`src/rtl/gray_pkg.sv`:
```
// Shared Gray-code helpers for the Gray<->binary converter pair.
// Functions work on GW-bit words; callers zero-extend narrower data and truncate the result.
package gray_pkg;

    localparam int GW        = 32;
    localparam int DEF_CNT_W = 8;
    localparam int ERR_MAX   = 2**DEF_CNT_W - 1;

    // Zero-extension is harmless: leading zeros leave the low bits of the prefix XOR unchanged.
    function automatic logic [GW-1:0] gray2bin(input logic [GW-1:0] g);
        logic [GW-1:0] b;
        b = '0;
        b[GW-1] = g[GW-1];
        for (int i = GW-2; i >= 0; i--) begin
            b[i] = b[i+1] ^ g[i];
        end
        return b;
    endfunction

    function automatic int unsigned popcnt(input logic [GW-1:0] v);
        int unsigned n;
        n = 0;
        for (int i = 0; i < GW; i++) begin
            n += {31'd0, v[i]};
        end
        return n;
    endfunction

endpackage

```
`src/rtl/gray_step_chk.sv`:
```
// Tracks the last accepted Gray word and flags an input that is not a single-bit step from it.
module gray_step_chk
    import gray_pkg::*;
#(
    parameter int size = 4
) (
    input  logic            clk,
    input  logic            rst,
    input  logic [size-1:0] gray,
    input  logic            acc,
    output logic            err
);

    logic [size-1:0] prev_gray;
    logic            have_prev;

    // A repeated word (distance 0) counts as an error just like a multi-bit jump.
    assign err = have_prev & (popcnt(GW'(gray ^ prev_gray)) != 1);

    always_ff @(posedge clk) begin
        if (rst) begin
            prev_gray <= '0;
            have_prev <= 1'b0;
        end else if (acc) begin
            prev_gray <= gray;
            have_prev <= 1'b1;
        end
    end

endmodule

```
`src/rtl/gray_bin_decoder.sv`:
```
// Two-stage registered Gray-to-binary decoder with valid/ready flow control,
// per-word step-error flag and a saturating error counter.
module gray_bin_decoder
    import gray_pkg::*;
#(
    parameter int size  = 4,
    parameter int CNT_W = 8
) (
    input  logic             clk,
    input  logic             rst,
    input  logic [size-1:0]  gray_in,
    input  logic             in_valid,
    output logic             in_ready,
    output logic [size-1:0]  bin_out,
    output logic             step_err,
    output logic             out_valid,
    input  logic             out_ready,
    input  logic             err_clr,
    output logic [CNT_W-1:0] err_cnt
);

    localparam logic [CNT_W-1:0] SAT = '1;

    logic            v1, v2;
    logic            adv1, adv2;
    logic            acc_in, xfer;
    logic            err1;
    logic [size-1:0] s1_gray;
    logic            s1_err;

    // Stall chain: each stage moves when it is empty or the stage after it moves.
    assign adv2     = ~v2 | out_ready;
    assign adv1     = ~v1 | adv2;
    assign in_ready = adv1;
    assign acc_in   = in_valid & in_ready;
    assign xfer     = out_valid & out_ready;
    assign out_valid = v2;

    gray_step_chk #(.size(size)) u_chk (
        .clk  (clk),
        .rst  (rst),
        .gray (gray_in),
        .acc  (acc_in),
        .err  (err1)
    );

    always_ff @(posedge clk) begin
        if (rst) begin
            v1      <= 1'b0;
            s1_gray <= '0;
            s1_err  <= 1'b0;
        end else if (adv1) begin
            v1 <= in_valid;
            if (in_valid) begin
                s1_gray <= gray_in;
                s1_err  <= err1;
            end
        end
    end

    // Decode happens on the S1->S2 move so the output is purely registered.
    always_ff @(posedge clk) begin
        if (rst) begin
            v2       <= 1'b0;
            bin_out  <= '0;
            step_err <= 1'b0;
        end else if (adv2) begin
            v2 <= v1;
            if (v1) begin
                bin_out  <= size'(gray2bin(GW'(s1_gray)));
                step_err <= s1_err;
            end
        end
    end

    always_ff @(posedge clk) begin
        if (rst) begin
            err_cnt <= '0;
        end else if (err_clr) begin
            err_cnt <= '0;
        end else if (xfer && step_err && err_cnt != SAT) begin
            err_cnt <= err_cnt + 1'b1;
        end
    end

endmodule

```
`config.mk`:
```
export PLATFORM = sky130hd
export DESIGN_NAME = gray_bin_decoder
export DESIGN_NICKNAME = d
export VERILOG_FILES = /design/src/rtl/gray_pkg.sv /design/src/rtl/gray_step_chk.sv /design/src/rtl/gray_bin_decoder.sv
export SDC_FILE = /design/constraint.sdc
export NUM_CORES = 1
export LEC_CHECK = 0
export BUFFER_PORTS_ARGS = -buffer_cell sky130_fd_sc_hd__buf_2
export CORE_ASPECT_RATIO = 1.2
export CORE_MARGIN = 2
export CORE_UTILIZATION = 50
export CTS_BUF_LIST = sky130_fd_sc_hd__clkbuf_4 sky130_fd_sc_hd__clkbuf_8
export DETAILED_ROUTE_END_ITERATION = 10
export HOLD_SLACK_MARGIN = 0.05
export PLACE_DENSITY = 0.82
export SLEW_MARGIN = 20
export SYNTH_ARGS = -nofsm -noshare
export SYNTH_HDL_FRONTEND = slang
export SYNTH_HIERARCHICAL = 1
export SYNTH_SLANG_ARGS = --single-unit
```
`constraint.sdc`:
```
create_clock -name clk -period 2.1 [get_ports clk]
set_clock_uncertainty 0.2 [all_clocks]
set_input_delay 0.315 -clock clk [delete_from_list [all_inputs] [get_ports clk]]
set_output_delay 0.315 -clock clk [all_outputs]
set_load 0.05 [all_outputs]
```
==> qor.json <==
{
  "placement": {
    "buffer_ports.inserted": 23,
    "dpl.hpwl_mm": 1.587,
    "gp_routability_congestion": 0.7209
  },
  "sta": {
    "grt_setup_unrepaired": "yes",
    "whs_ns": 0.06523,
    "final_count_of_hold_timing_violations": 0,
    "least_setup_slack_across_all_paths_after_layout_ns": -0.02759,
    "report.final.slew_viol_count": 0,
    "setup_viol_count_final": 1,
    "max_clk_rate_mhz": 470.0,
    "fin_crit_ns": 2.128,
    "share_of_the_cycle_needed_by_the_critical_path_after_routing_pct": 101.3,
    "timing.slew.headroom_pct": 71.86,
    "slew_at_the_pin_closest_to_its_max_slew_limit_ns": 0.4203
  },
  "critical_path": {
    "setup_crit_path_kind": "reg2reg",
    "crit_fanout": 2,
    "worst_setup_path_end_kind": "flip-flop",
    "crit_path_top_delay_cell": "fa_1",
    "critical_path_arrival_ns": 2.19,
    "cp_slowest_stage_delay_ns": 0.53,
    "crit_path_cell_trace": "xnor2_2 > fa_1 > inv_1 > ha_2 > ha_4 > nor2_2 > a21boi_1 > nand3_1 > a21oi_1",
    "worst_setup_path_start_kind": "flip-flop",
    "reg2reg_setup_slack_ns": -0.03,
    "regToRegStartpoint": "u_chk/prev_gray[3]",
    "regToRegEndpoint": "s1_err",
    "ff2ff_path_depth": 9,
    "crit_required_ns": 2.17
  },
  "layout": {
    "sequential_cell_area_um2": 504.2,
    "finalNetCount": 162,
    "areaGrowthSynthToFinish_pct": 20.23,
    "ratio_of_cells_with_drive_above_1_in_the_final_layout_pct": 27.03,
    "number_of_fillers_in_the_final_layout": 199,
    "multi_input_area_um2": 588.1,
    "num_antenna_cells": 0
  },
  "global_route": {
    "grt_start_max_net_pins": 19,
    "first_global_vias": 888,
    "antenna_found_initial": 0,
    "grt_first_pass_wirelength_mm": 3.491,
    "grt.total_usage_pct": 18.19,
    "grt_remaining_overflow": 0
  },
  "synthesis": {
    "yosys_register_bits": 25,
    "synth-seq-area-share_pct": 45.71,
    "yosys-mux-area-fraction_pct": 6.400,
    "yosysWarningCount": 6,
    "proportion_of_synthesized_flip_flops_having_asynchronous_set_or_reset_pct": 0,
    "synth-edff-count": 0,
    "synth_common_cells": "dfxtp_1 (25), nor2_1 (15), a21oi_1 (12), nand2_1 (10), nand3_1 (10)",
    "post_synth_instance_area_um2": 1095,
    "ys_top_cells_by_area": "dfxtp_1 (46%), mux2i_1 (6.4%), xor2_1 (6.4%)",
    "synth_simple_gate_area_share_pct": 19.54,
    "netlist-cell-type-count": 25,
    "synth_xor_area_share_pct": 9.600,
    "synth_area_in_compound_gates_pct": 9.714,
    "ys.flop_type": "dfxtp_1",
    "synth_cells": 122,
    "yosys.cell_count.top_type": "dfxtp_1",
    "adder_cell_area_share_of_the_yosys_netlist_pct": 5.257,
    "synth_top_family_by_area": "simple AND/OR/NAND/NOR gates",
    "synth_top_area_share_pct": 45.71,
    "synthesis.area_per_instance_um2": 8.974,
    "synthDominantAreaCellType": "dfxtp_1",
    "syn_nets": 135
  },
  "clock_network": {
    "clock_input_transition_at_the_sequential_cells_of_the_worst_setup_and_hold_paths_ns": 0.14,
    "htreeDepth": 1,
    "cts_buffers": 3,
    "post_cts_setup_buffers": 0,
    "clock_insertion_delay_at_the_later_pin_of_the_skew_report_ns": 0.33,
    "clkSinkCount": 25,
    "clk_root_buffer_cell": "clkbuf_4",
    "tritoncts": "built",
    "cts_buffer_depth": 2
  },
  "pwr": {
    "peakVddDrop_mv": 0.4886,
    "static-leakage-power_nw": 0.5967,
    "p_total_uw": 882.5,
    "power_density_nw_per_um2": 670.5
  },
  "route": {
    "finalWirelength_mm": 2.087,
    "num_vias": 934,
    "detail-route-antenna-nets": 0,
    "wl_per_cell_um": 11.72,
    "drt_pre_antenna_iters": 4,
    "route.detailed.drc": 0,
    "routed_via_density": 5.247,
    "detail_route.iter0.violations": 17
  },
  "hold_path": {
    "worstHoldEndpoint": "u_chk/prev_gray[2]",
    "min_path_type": "in2reg",
    "worst_hold_path_depth": 3,
    "hp-start": "gray_in[2]"
  },
  "floorplan": {
    "start_util_pct": 52.84,
    "die_y_um": 55.26,
    "chipWidth_um": 46.72,
    "core-area_um2": 2072,
    "floorplan.rows": 18,
    "boundaryPins": 24,
    "fp.dieArea_um2": 2581
  },
  "outcome": {
    "violations": "setup timing",
    "outcome": "finished with violations"
  },
  "job": {
    "cap_violations": 0
  }
}
==> cells in the final DEF (no fill, tap or decap) <==
cell type,Yosys,routed
o21ai_0,3,3
a21boi_1,0,1
and3_1,3,3
xnor2_1,4,2
inv_1,5,5
mux2i_1,7,7
nand2b_1,1,1
ha_2,0,1
xnor2_2,0,2
nand3b_1,1,1
nand2_2,0,1
nand4_1,2,2
nand3_1,10,10
fa_1,1,1
nor2_2,0,1
xor2_1,8,8
or2_2,1,1
or3_1,2,2
clkinvlp_4,0,1
buf_2,0,23
ha_1,3,1
nand2_1,10,9
and2_1,1,1
nor2_1,15,14
clkbuf_4,0,3
a21oi_1,12,12
a311oi_1,1,1
buf_4,0,3
dfxtp_2,0,3
ha_4,0,1
o211ai_1,2,2
dfxtp_1,25,22
==> metrics by stage <==
step	cell area, um^2	worst slack [ns]	std cells	utilization (%)	TNS (ns)
2_1_floorplan	1099	0.009842	122	-	0
3_3_place_gp	1251	-0.1218	174	60.39	-0.1218
3_5_place_dp	1251	-0.1936	174	60.39	-0.1936
4_1_cts	1316	-0.03788	178	63.53	-0.03788
5_1_grt	1316	-0.1043	178	63.53	-0.1043
6_report	1316	-0.02759	178	63.53	-0.02759
==> flip-flops by register name (all words and copies together), names as in the netlist <==
register         count
err_cnt              8
bin_out              4
s1_gray              4
u_chk/prev_gray      4
out_valid            1
s1_err               1
step_err             1
u_chk/have_prev      1
v1                   1
==> routing by layer <==
metal	track usage [%]	share of wire (%)
met3	1.961	4.8
met4	9.524	2.4
met5	0	0
met1	20.17	39
met2	31.94	54
==> how the worst max path moves through the flow <==
stage / slack [ns] / cells after the start / from / endpoint
CTS: -0.04 / 9 / u_chk/prev_gray[3] / s1_err
floorplan: 0.01 / 9 / gray_in[0] / s1_err
global route: -0.10 / 9 / u_chk/prev_gray[3] / s1_err
detailed placement: -0.19 / 10 / gray_in[0] / s1_err
global placement: -0.12 / 10 / gray_in[0] / s1_err
finish: -0.03 / 9 / u_chk/prev_gray[3] / s1_err
==> where the power goes <==
group          total, mW  internal, mW  switching [mW]  leakage, nW
combinational      0.152        0.0650          0.0868        0.378
clock              0.223        0.0730           0.150       0.0139
sequential         0.507         0.494          0.0136        0.205
==> logic make-up (layout without fill, tap and decap cells) <==
kind of cell | Yosys count | count (layout)
compound gates | 19 | 19
flops | 25 | 25
simple gates | 46 | 46
fa+ha+maj | 4 | 4
buf+inv | 9 | 35
xor+xnor | 12 | 12
mux | 7 | 7
==> cell type report <==
class | count | share of cell area, %
clock buffer | 3 | 1.711
clock inverter | 1 | 0.5703
inverter | 5 | 1.426
multi-input combinational | 88 | 44.68
sequential | 25 | 38.31
tap | 30 | 2.852
timing repair buffer | 26 | 10.46
==> critical path: cells and delay by family, from the launching register on <==
kind                     cells  cell delay, ns
XOR/XNOR                     1            0.14
adder cells (fa/ha/maj)      3            0.97
AO/OA/AOI/OAI                2            0.25
AND/OR/NAND/NOR              2            0.11
buffers and inverters        1            0.04
flip-flops                   1            0.36
==> timing repair <==
| action | 4_1_cts | 5_1_grt |
|---|---|---|
| resized for setup | 7 | 0 |
| hold buffers | 0 | 0 |
| pin swaps | 6 | 0 |
| endpoints found under the setup margin | 1 | 1 |
(Power assumes the default switching activity.)
